==> src/rtl/control_sequencer.sv <==
// Hardwired one-state-per-T-step control unit for the single-bus CPU datapath.
// Control outputs decode only the state register. The one exception is PCin in BR_T6, which is gated by CON.
module control_sequencer (
  input  logic        clock,
  input  logic        clear,
  input  logic [31:0] IR,
  input  logic        CON,
  input  logic        stop,
  output logic        PCout, MDRout, RZoutLo, RZoutHi, HIout, LOout, RCout,
  output logic        PCin, IRin, MARin, MDRin, RYin, RZinLo, RZinHi, HIin, LOin, CONin,
  output logic        Gra, Grb, Grc, Rin, Rout, BAout,
  output logic        IncPC, MDRread, RAMwrite,
  output logic        run,
  output logic        illegal
);

  typedef enum logic [5:0] {
    S_RESET, S_HALT, S_F0, S_F1, S_F2,
    S_RR3, S_RR4, S_RR5, S_IM3, S_IM4, S_IM5,
    S_LD3, S_LD4, S_LD5, S_LD6, S_LD7, S_LDI3, S_LDI4, S_LDI5,
    S_ST3, S_ST4, S_ST5, S_ST6, S_ST7, S_MD3, S_MD4, S_MD5, S_MD6,
    S_BR3, S_BR4, S_BR5, S_BR6, S_JR3, S_JAL3, S_JAL4,
    S_MFHI3, S_MFLO3, S_NOP3, S_HLT3, S_ILL3
  } state_t;

  state_t      state, nextState;
  logic [4:0]  opcode;
  logic        unusedIrBits;

  assign opcode       = IR[31:27];
  assign unusedIrBits = ^IR[26:0];

  always_ff @(posedge clock) begin
    if (clear) state <= S_RESET;
    else       state <= nextState;
  end

  // IR is decoded on the edge that leaves T2, so T3 already drives the first execute step
  always_comb begin
    nextState = S_RESET;
    case (state)
      S_RESET: nextState = S_F0;
      S_HALT:  nextState = S_HALT;
      S_F0:    nextState = S_F1;
      S_F1:    nextState = S_F2;
      S_F2: begin
        if (opcode >= 5'd3 && opcode <= 5'd11)       nextState = S_RR3;
        else if (opcode >= 5'd12 && opcode <= 5'd14) nextState = S_IM3;
        else begin
          case (opcode)
            5'd0:    nextState = S_LD3;
            5'd1:    nextState = S_LDI3;
            5'd2:    nextState = S_ST3;
            5'd15,
            5'd16:   nextState = S_MD3;
            5'd18:   nextState = S_BR3;
            5'd19:   nextState = S_JR3;
            5'd20:   nextState = S_JAL3;
            5'd23:   nextState = S_MFHI3;
            5'd24:   nextState = S_MFLO3;
            5'd25:   nextState = S_NOP3;
            5'd26:   nextState = S_HLT3;
            default: nextState = S_ILL3;
          endcase
        end
      end
      S_RR3:  nextState = S_RR4;
      S_RR4:  nextState = S_RR5;
      S_IM3:  nextState = S_IM4;
      S_IM4:  nextState = S_IM5;
      S_LD3:  nextState = S_LD4;
      S_LD4:  nextState = S_LD5;
      S_LD5:  nextState = S_LD6;
      S_LD6:  nextState = S_LD7;
      S_LDI3: nextState = S_LDI4;
      S_LDI4: nextState = S_LDI5;
      S_ST3:  nextState = S_ST4;
      S_ST4:  nextState = S_ST5;
      S_ST5:  nextState = S_ST6;
      S_ST6:  nextState = S_ST7;
      S_MD3:  nextState = S_MD4;
      S_MD4:  nextState = S_MD5;
      S_MD5:  nextState = S_MD6;
      S_BR3:  nextState = S_BR4;
      S_BR4:  nextState = S_BR5;
      S_BR5:  nextState = S_BR6;
      S_JAL3: nextState = S_JAL4;
      S_HLT3: nextState = S_HALT;
      S_RR5, S_IM5, S_LD7, S_LDI5, S_ST7, S_MD6, S_BR6, S_JR3, S_JAL4,
      S_MFHI3, S_MFLO3, S_NOP3, S_ILL3:
        nextState = stop ? S_HALT : S_F0;
      default: nextState = S_RESET;
    endcase
  end

  always_comb begin
    {PCout, MDRout, RZoutLo, RZoutHi, HIout, LOout, RCout} = '0;
    {PCin, IRin, MARin, MDRin, RYin, RZinLo, RZinHi, HIin, LOin, CONin} = '0;
    {Gra, Grb, Grc, Rin, Rout, BAout} = '0;
    {IncPC, MDRread, RAMwrite, illegal} = '0;
    run = (state != S_RESET) && (state != S_HALT);
    case (state)
      S_F0:   begin PCout = 1'b1; MARin = 1'b1; IncPC = 1'b1; RZinLo = 1'b1; end
      S_F1:   begin RZoutLo = 1'b1; PCin = 1'b1; MDRread = 1'b1; MDRin = 1'b1; end
      S_F2:   begin MDRout = 1'b1; IRin = 1'b1; end
      S_RR3, S_IM3: begin Grb = 1'b1; Rout = 1'b1; RYin = 1'b1; end
      S_RR4:  begin Grc = 1'b1; Rout = 1'b1; RZinLo = 1'b1; end
      S_IM4, S_LD4, S_LDI4, S_ST4, S_BR5: begin RCout = 1'b1; RZinLo = 1'b1; end
      S_RR5, S_IM5, S_LDI5: begin RZoutLo = 1'b1; Gra = 1'b1; Rin = 1'b1; end
      S_LD3, S_LDI3, S_ST3: begin Grb = 1'b1; BAout = 1'b1; RYin = 1'b1; end
      S_LD5, S_ST5: begin RZoutLo = 1'b1; MARin = 1'b1; end
      S_LD6:  begin MDRread = 1'b1; MDRin = 1'b1; end
      S_LD7:  begin MDRout = 1'b1; Gra = 1'b1; Rin = 1'b1; end
      S_ST6:  begin Gra = 1'b1; Rout = 1'b1; MDRin = 1'b1; end
      S_ST7:  RAMwrite = 1'b1;
      S_MD3:  begin Gra = 1'b1; Rout = 1'b1; RYin = 1'b1; end
      S_MD4:  begin Grb = 1'b1; Rout = 1'b1; RZinLo = 1'b1; RZinHi = 1'b1; end
      S_MD5:  begin RZoutLo = 1'b1; LOin = 1'b1; end
      S_MD6:  begin RZoutHi = 1'b1; HIin = 1'b1; end
      S_BR3:  begin Gra = 1'b1; Rout = 1'b1; CONin = 1'b1; end
      S_BR4:  begin PCout = 1'b1; RYin = 1'b1; end
      S_BR6:  begin RZoutLo = 1'b1; PCin = CON; end
      S_JR3, S_JAL4: begin Gra = 1'b1; Rout = 1'b1; PCin = 1'b1; end
      S_JAL3: begin PCout = 1'b1; Grb = 1'b1; Rin = 1'b1; end
      S_MFHI3: begin HIout = 1'b1; Gra = 1'b1; Rin = 1'b1; end
      S_MFLO3: begin LOout = 1'b1; Gra = 1'b1; Rin = 1'b1; end
      S_ILL3: illegal = 1'b1;
      default: ;
    endcase
  end

endmodule

==> config.mk <==
export PLATFORM = sky130hd
export DESIGN_NAME = control_sequencer
export DESIGN_NICKNAME = d
export VERILOG_FILES = /design/src/rtl/control_sequencer.sv
export SDC_FILE = /design/constraint.sdc
export NUM_CORES = 1
export LEC_CHECK = 0
export ABC_AREA = 1
export CORE_MARGIN = 4
export CORE_UTILIZATION = 41
export DETAILED_ROUTE_END_ITERATION = 6
export PLACE_DENSITY = 0.91
export SLEW_MARGIN = 30
export SYNTH_ARGS = -nofsm -noshare
export SYNTH_HDL_FRONTEND = slang
export SYNTH_SLANG_ARGS = --single-unit
==> constraint.sdc <==
create_clock -name clock -period 2.2 [get_ports clock]
set_input_delay 0.66 -clock clock [delete_from_list [all_inputs] [get_ports clock]]
set_output_delay 0.66 -clock clock [all_outputs]
set_load 0.005 [all_outputs]
==> summary.md, run 1 <==
| Metric | Value |
|---|---|
| Outcome | aborted with a tool error |
| Stopped at | global routing |
| Log Error | [ERROR DPL-0033] detailed placement checks failed during check placement. |
| Cts bufs inserted | 3 |
| Synthesized area per cell | 4.83 um^2 |
| Synth top area cells | nand2_1 (22%), nand3_1 (18%), nor2_1 (15%) |
| Post-placement setup slack | -0.234 ns |
| Hold-fix buffers, CTS | 0 |
| Estimated wirelength of the detail-placed design | 3.80 mm |
| IO buf count | 36 |
| Syn_nets | 310 |
| Maximum level of the CTS H-tree | 1 |
| Cell area after technology mapping | 1300 um^2 |
| FP Rows | 20 |
| Bufs on Longest Clock Path | 2 |
| Leading area contributor after synthesis | nand2_1 |
| Cell at the root of the clock tree | clkbuf_4 |
| Worst_ep grt | RZinLo |
| Die span in x | 64.3 um |
| Netlist cell types | 17 |
| Die extent in y | 64.3 um |
| Worst End Pin Type | output port |
| Share of the synthesized area in the top cell type | 21.9% |
| Sinks on the clock net | 6 |
| Ys Warns | 0 |
| Fraction of the yosys area taken by sequential cells | 9.24% |
| Maximum number of pins on one net before global-route repair | 14 |
| Flop and latch count out of synthesis | 6 |
| Count of mapped cells out of synthesis | 269 |
| Effective utilization at floorplan | 42.6% |
| Routability cong. | 0.952 |
| Top-Level Pins | 64 |
| Antenna violations before repair | 0 |
[cell usage after synthesis]
| library cell | instances |
|---|---|
| a21oi_1 | 4 |
| buf_2 | 4 |
| buf_4 | 2 |
| dfxtp_1 | 6 |
| ha_1 | 5 |
| inv_1 | 42 |
| inv_2 | 2 |
| nand2_1 | 76 |
| nand3_1 | 48 |
| nand3_2 | 1 |
| nand4_1 | 9 |
| nor2_1 | 53 |
| nor2_2 | 6 |
| nor2_4 | 2 |
| nor3_1 | 5 |
| o21ai_0 | 3 |
| or2_2 | 1 |
[metrics by stage]
stage | utilization (%) | setup TNS (ns) | instances | area [um^2]
2_1_floorplan | - | 0 | 269 | 1300
3_3_place_gp | 69.2 | -1.17 | 399 | 2110
3_5_place_dp | 69.2 | -2.04 | 399 | 2110
4_1_cts | 78.8 | -2.90 | 415 | 2410
[what timing repair did]
item                                    CTS
pin swaps                                10
cloned                                    2
endpoints found under the setup margin   28
gates resized for setup                  71
setup buffers                            11
[cell families after synthesis]
logic type,after synthesis,synth area share [%]
and+or+nand+nor,201,67.9
AOI/OAI and AO/OA,7,2.69
DFF,6,9.24
adders and majority gates,5,4.81
buffers and inverters,50,15.4
==> run 2, diff against run 1 <==
--- a/config.mk
+++ b/config.mk
@@ -6,10 +6,10 @@
 export NUM_CORES = 1
 export LEC_CHECK = 0
 export ABC_AREA = 1
-export CORE_MARGIN = 4
-export CORE_UTILIZATION = 41
+export CORE_AREA = 4 4 65 67
 export DETAILED_ROUTE_END_ITERATION = 6
-export PLACE_DENSITY = 0.91
+export DIE_AREA = 0 0 69 71
+export PLACE_DENSITY_LB_ADDON = 0.15
 export SLEW_MARGIN = 30
 export SYNTH_ARGS = -nofsm -noshare
 export SYNTH_HDL_FRONTEND = slang
==> run 2 against run 1 <==
Net effect: the flow now finishes, with violations (negative setup slack); synthesized area is the same; synthesized cell count did not move.
==> summary.md, run 2 <==
| Metric | Value |
|---|---|
| Violated checks | negative setup slack |
| Worst Reg-to-Reg Cells | 13 |
| Routed wire per std cell | 16.1 um |
| Sw Pwr | 0.859 mW |
| Startpoint of the most critical register-to-register path | state[4]$_SDFF_PP0_ |
| Ys Warns | 0 |
| Kind of launch point of the worst setup path | flop |
| Fraction of the yosys area taken by sequential cells | 9.24% |
| Worst path most repeated cell | buf_4 |
| Final count of hold timing violations | 0 |
| Maximum number of pins on one net before global-route repair | 11 |
| Total number of cells along the worst setup path | 9 |
| Unrepaired setup endpoints after global routing | yes |
| Final std cells w/o fill | 457 |
| Xor and xnor area share after synthesis | 0% |
| Estimated wirelength of the detail-placed design | 3.99 mm |
| DIE AREA | 4900 um^2 |
| IR drop worst, VDD | 437 uV |
| Max reg flops | 6 |
| Clock period minus final worst setup slack | 2.33 ns |
| Commonest non-fill, non-tap cells in the layout | buf_4 (80), nand2_1 (69), nor2_1 (48) |
| Combinational family with the most area after synthesis | simple AND/OR/NAND/NOR gates |
| Max stage delay cell, worst path | dfxtp_4 |
| Syn_nets | 310 |
| Setup Crit Path Kind | reg2out |
| Later-pin clock latency in the skew report | 0.22 ns |
| Count of mapped cells out of synthesis | 269 |
| Antenna violations before repair | 0 |
| Share of the synthesized area in the top cell type | 21.9% |
| Vias in the first global route | 1998 |
| Power density cells | 623 nW/um^2 |
| Top-Level Pins | 64 |
| Area added between synthesis and finish | 129% |
| Clk pin slew, worst setup/hold paths | 0.04 ns |
| End point of the critical path | MARin |
| Number of flops mapped to enable cells by yosys | 0 |
| Die span in x | 69 um |
| Most used standard cells in the synthesized netlist | nand2_1 (76), nor2_1 (53), nand3_1 (48) |
| Effective utilization at floorplan | 35.8% |
| Bufs on Longest Clock Path | 2 |
| Sinks on the clock net | 6 |
| Tightest hold margin | 1.01 ns |
| Clock Power Share | 8.7% |
| Worst Max-Slew Pin Slew | 0.257 ns |
| Maximum level of the CTS H-tree | 1 |
| Leakage power total | 1.85 nW |
| Reg with most FFs | state |
| Hold-fix buffers, CTS | 0 |
| Required time worst endpoint | 1.54 ns |
| FP Rows | 22 |
| Setup TNS after final layout | -1.08 ns |
| Biggest regs | state: 6 flops |
| Fin worst setup slack | -0.131 ns |
| Number of placed instances, taps included | 417 |
| Max-cap violations | 0 |
| Post-layout net count | 452 |
| Reg power frac | 8.9% |
| Synth Area in Simple Gates | 67.9% |
| Antenna-violating nets left | 0 |
| Ratio of cells with drive above 1 in the final layout | 46.2% |
| Grt ovf | 0 |
| Start point of the critical path | state[4]$_SDFF_PP0_ |
| Leading area contributor after synthesis | nand2_1 |
| Die extent in y | 71 um |
| IO buf count | 36 |
| Worst-path cell chain | nor2_4 -> buf_4 -> buf_6 -> nand3_1 -> nand2_2 -> buf_4 -> inv_1 -> nand2_1 -> buf_2 |
| Signal arrival time at the worst endpoint | 1.67 ns |
| Achievable clock frequency | 0.429 GHz |
| Outcome | complete, but fails checks |
| Tot GR Track Use | 20.6% |
| Share of async-settable or async-resettable flops after synthesis | 0% |
| Cell type group with the largest total delay on the critical path | simple AND/OR/NAND/NOR gates |
| Number of violations reported at the end of detailed-routing iteration 0 | 301 |
| Synthesized area per cell | 4.83 um^2 |
| Netlist cell types | 17 |
| Internal power component | 0.993 mW |
| Share of the synthesized area in compound gates (AO/OA/AOI/OAI) | 2.69% |
| Synth top area cells | nand2_1 (22%), nand3_1 (18%), nor2_1 (15%) |
| Max stage delay on crit path | 0.36 ns |
| Sw frac | 46.4% |
| CTS tree | done |
| Worst rel slew slack | 82.8% |
| Most used standard cell by instance count after synthesis | nand2_1 |
| Antenna Cells | 0 |
| First-pass GRT wire length | 8.58 mm |
| Via density | 5.29 |
| Setup slack on the worst flop-to-flop path | 0.26 ns |
| Cell area after technology mapping | 1300 um^2 |
| Primary FF master, synth | dfxtp_1 |
| Total routed wirelength | 7.37 mm |
| Cts bufs inserted | 3 |
| Post-synthesis share of cell area spent on full adders, half adders and majority gates | 4.81% |
| Routability cong. | 0.926 |
| Worst Setup End Kind | output pin |
| Critical path buffer and inverter count | 5 |
| DRC Markers | 0 |
| Area inside the core boundary | 3630 um^2 |
| Fin. max-slew vios | 0 |
| Cell at the root of the clock tree | clkbuf_8 |
| Final Skew | 0.00193 ns |
| Vias | 2417 |
| Combinational group share of total power | 82.3% |
| Fin crit share | 106% |
| Count of final setup violators | 15 |
| Mux contribution to synthesized area | 0% |
| Capture instance of the worst register-to-register path | state[1]$_SDFF_PP0_ |
| Overall power after layout | 1.85 mW |
| Worst min-delay path category | reg2reg |
| Highest fanout seen on the critical path | 4 |
| Most common cell after layout, fill and taps aside | buf_4 |
| Drt first pass iters | 5 |
| Flop and latch count out of synthesis | 6 |
run 2: metal layers:
layer  GRT usage, %  part of all wire, %  vias up  wire length, um
met5              0                    0        -                0
met2           39.5                   51      150             3730
met4           7.38                  5.7        0              423
met1           22.9                   37     1092             2730
li1               -                    -     1124                -
met3           2.70                  6.6       51              489
run 2: timing repair:
item                                    4_1_cts  5_1_grt
buffers inserted                             12       26
gates resized for setup                      78       91
endpoints found under the setup margin       29       22
pin swaps                                     9       14
run 2: worst register-to-register path: stages, from the launching register on:
cell and delay (ns):
dfxtp_4 0.36, nor2_4 0.23, buf_6 0.15, buf_6 0.12, buf_4 0.12, nand3_4 0.09, inv_2 0.07, buf_4 0.10
nand2_1 0.08, nor2_2 0.19, nand2_1 0.07, nand3_1 0.13, nor2_1 0.06, nor2_1 0.10
run 2: per-stage QoR:
step | setup slack (ns) | util, % | instance area (um^2)
after floorplan | 0.273 | - | 1300
after global placement | -0.226 | 60.8 | 2210
after detailed placement | -0.253 | 60.8 | 2210
after CTS | -0.223 | 68.0 | 2470
after global routing | -0.212 | 81.8 | 2970
final | -0.131 | 81.8 | 2970
run 2: power groups by stage:
stage               combinational (mW)  sequential, mW  clock [mW]
global placement                 0.977           0.153           0
global route                      1.61           0.167       0.177
floorplan                        0.448           0.156           0
CTS                               1.08           0.160       0.163
finish                            1.52           0.165       0.162
detailed placement               0.985           0.156           0
run 2: kinds of logic after synthesis:
group / count (synthesis)
buffers and inverters: 50
DFF: 6
AOI/OAI and AO/OA: 7
adders and majority gates: 5
and+or+nand+nor: 201
run 2: worst min-delay path by stage:
stage / start / to / slack, ns / depth (start not counted)
2_1_floorplan: state[5]$_SDFF_PP0_ / state[2]$_SDFF_PP0_ / 0.71 / 5
3_3_place_gp: state[5]$_SDFF_PP0_ / state[2]$_SDFF_PP0_ / 0.90 / 6
3_5_place_dp: state[5]$_SDFF_PP0_ / state[2]$_SDFF_PP0_ / 0.89 / 6
4_1_cts: state[3]$_SDFF_PP0_ / state[3]$_SDFF_PP0_ / 0.92 / 7
5_1_grt: state[5]$_SDFF_PP0_ / state[2]$_SDFF_PP0_ / 1.07 / 6
6_report: state[5]$_SDFF_PP0_ / state[2]$_SDFF_PP0_ / 1.01 / 6
run 2: final cells by class:
class	count	area (um^2)
multi-input cells	213	1310
repair buffers	143	1250
inverters	44	170
fillers	227	662
flip-flops and latches	6	138
well taps	48	60.1
clock buffers	3	41.3
Power figures use the tool's default switching activity.
==> run 3, diff against run 2 <==
--- a/config.mk
+++ b/config.mk
@@ -9,6 +9,7 @@
 export CORE_AREA = 4 4 65 67
 export DETAILED_ROUTE_END_ITERATION = 6
 export DIE_AREA = 0 0 69 71
+export MAX_ROUTING_LAYER = met4
 export PLACE_DENSITY_LB_ADDON = 0.15
 export SLEW_MARGIN = 30
 export SYNTH_ARGS = -nofsm -noshare
==> run 3 against run 2 <==
Net effect: the flow still finishes with violations (negative setup slack); core utilization is 3.1 points higher; sequential share of layout area barely moved; largest cell class unchanged; non-clock buffer count rose by 12; routed wire length is 17% higher; fmax is 0.91% lower; critical endpoint is now Rout.
==> summary.md, run 3 (same netlist as run 2, synthesis figures left out) <==
| Metric | Value |
|---|---|
| Worst Max-Slew Pin Slew | 0.342 ns |
| Bufs on Longest Clock Path | 2 |
| Setup slack on the worst flop-to-flop path | 0.14 ns |
| Fin. max-slew vios | 0 |
| DIE AREA | 4900 um^2 |
| Vias | 2655 |
| Overall power after layout | 1.97 mW |
| Fin crit share | 107% |
| Tightest hold margin | 0.939 ns |
| Grt ovf | 0 |
| Max-cap violations | 0 |
| Maximum level of the CTS H-tree | 1 |
| Power density cells | 639 nW/um^2 |
| Routability cong. | 0.938 |
| Start point of the critical path | state[5]$_SDFF_PP0_ |
| Top-Level Pins | 64 |
| Later-pin clock latency in the skew report | 0.22 ns |
| Final core area utilization | 84.8% |
| Leakage power total | 1.89 nW |
| DRC Markers | 0 |
| Worst Setup End Kind | output pin |
| Antenna Cells | 0 |
| Setup Crit Path Kind | reg2out |
| Highest fanout seen on the critical path | 5 |
| Fin worst setup slack | -0.153 ns |
| Cts bufs inserted | 3 |
| Area added between synthesis and finish | 137% |
| Hold-fix buffers, CTS | 0 |
| Area inside the core boundary | 3630 um^2 |
| Total routed wirelength | 8.65 mm |
| Tot GR Track Use | 24.3% |
| CTS tree | done |
| Outcome | complete, but fails checks |
| Post-placement setup slack | -0.257 ns |
| Vias in the first global route | 2200 |
| Biggest regs | state: 6 flops |
| Reg with most FFs | state |
| Cell at the root of the clock tree | clkbuf_8 |
| Worst rel slew slack | 77.1% |
| Unrepaired setup endpoints after global routing | yes |
| Count of final setup violators | 11 |
| Antenna violations before repair | 0 |
| First-pass GRT wire length | 9.64 mm |
| Violated checks | negative setup slack |
| Ratio of cells with drive above 1 in the final layout | 53.4% |
| Signal arrival time at the worst endpoint | 1.69 ns |
| Setup TNS after final layout | -0.559 ns |
| Clock period minus final worst setup slack | 2.35 ns |
| Achievable clock frequency | 0.425 GHz |
| Final Skew | 0.00198 ns |
| Max reg flops | 6 |
| Number of violations reported at the end of detailed-routing iteration 0 | 286 |
| Routed wire per std cell | 18.4 um |
| Startpoint of the most critical register-to-register path | state[3]$_SDFF_PP0_ |
| Estimated wirelength of the detail-placed design | 3.96 mm |
| Final count of hold timing violations | 0 |
| Maximum number of pins on one net before global-route repair | 10 |
| Antenna-violating nets left | 0 |
| Capture instance of the worst register-to-register path | state[0]$_SDFF_PP0_ |
| Sinks on the clock net | 6 |
| End point of the critical path | Rout |
| FP Rows | 22 |
| Commonest non-fill, non-tap cells in the layout | buf_4 (97), nand2_1 (63), nor2_1 (44) |
| Post-layout net count | 464 |
| Worst min-delay path category | reg2reg |
| Die span in x | 69 um |
| Required time worst endpoint | 1.54 ns |
| Effective utilization at floorplan | 35.8% |
| IR drop worst, VDD | 474 uV |
| Die extent in y | 71 um |
| Worst Reg-to-Reg Cells | 14 |
| Kind of launch point of the worst setup path | flop |
| Drt first pass iters | 5 |
| Most common cell after layout, fill and taps aside | buf_4 |
| Clk pin slew, worst setup/hold paths | 0.04 ns |
| Via density | 5.66 |
| IO buf count | 36 |
[run 3: cell count changes in the layout (fill, tap and decap cells not counted), sizes merged]
cell	before	now
clkbuf	8	12
dlymetal6s2s	6	4
dlygate4sd2	12	7
clkdlybuf4s50	6	5
clkdlybuf4s15	3	5
buf	111	125
[run 3: worst min-delay path by stage]
stage | startpoint | slack, ns | end | cells after the start
after floorplan | state[5]$_SDFF_PP0_ | 0.71 | state[2]$_SDFF_PP0_ | 5
after global routing | state[5]$_SDFF_PP0_ | 0.96 | state[5]$_SDFF_PP0_ | 7
final | state[5]$_SDFF_PP0_ | 0.94 | state[5]$_SDFF_PP0_ | 7
after CTS | state[1]$_SDFF_PP0_ | 0.94 | state[2]$_SDFF_PP0_ | 6
after detailed placement | state[5]$_SDFF_PP0_ | 0.91 | state[2]$_SDFF_PP0_ | 6
after global placement | state[5]$_SDFF_PP0_ | 0.90 | state[2]$_SDFF_PP0_ | 6
[run 3: worst max-delay path: stages (launching register included)]
cell and delay [ns]:
dfxtp_4 0.36, nor2_4 0.19, buf_6 0.13, buf_6 0.08, buf_6 0.11, nand3_2 0.09
nand2_1 0.09, inv_1 0.06, nand4_1 0.12, clkdlybuf4s15_1 0.22
[run 3: timing repair]
item | 4_1_cts | 5_1_grt
endpoints found under the hold margin | 0 | 0
setup endpoints to repair | 29 | 23
resized for setup | 93 | 112
buffers inserted | 18 | 30
pin swaps | 9 | 21
gates cloned | 3 | 0
[run 3: cell type report]
| class | instances | area (um^2) |
|---|---|---|
| clock buffers | 3 | 41.3 |
| fillers | 203 | 551 |
| inverters | 44 | 170 |
| multi-input cells | 213 | 1370 |
| flip-flops and latches | 6 | 143 |
| well taps | 48 | 60.1 |
| repair buffers | 155 | 1300 |
[run 3: per-stage QoR]
step / instance area (um^2) / std cells
2_1_floorplan: 1300 / 269
3_3_place_gp: 2210 / 417
3_5_place_dp: 2210 / 417
4_1_cts: 2630 / 441
5_1_grt: 3080 / 469
6_report: 3080 / 469
[run 3: layer usage]
layer,wire [um],share of wire (%),GRT usage (%)
met1,3040,35,24.5
met2,4000,46,45.6
met3,813,9.4,3.27
met4,788,9.1,12.6
met5,0,0,-
[run 3: where the power goes]
group / internal [mW] / switching (mW)
sequential: 0.141 / 0.0412
combinational: 0.781 / 0.843
clock: 0.117 / 0.0452
total: 1.04 / 0.930
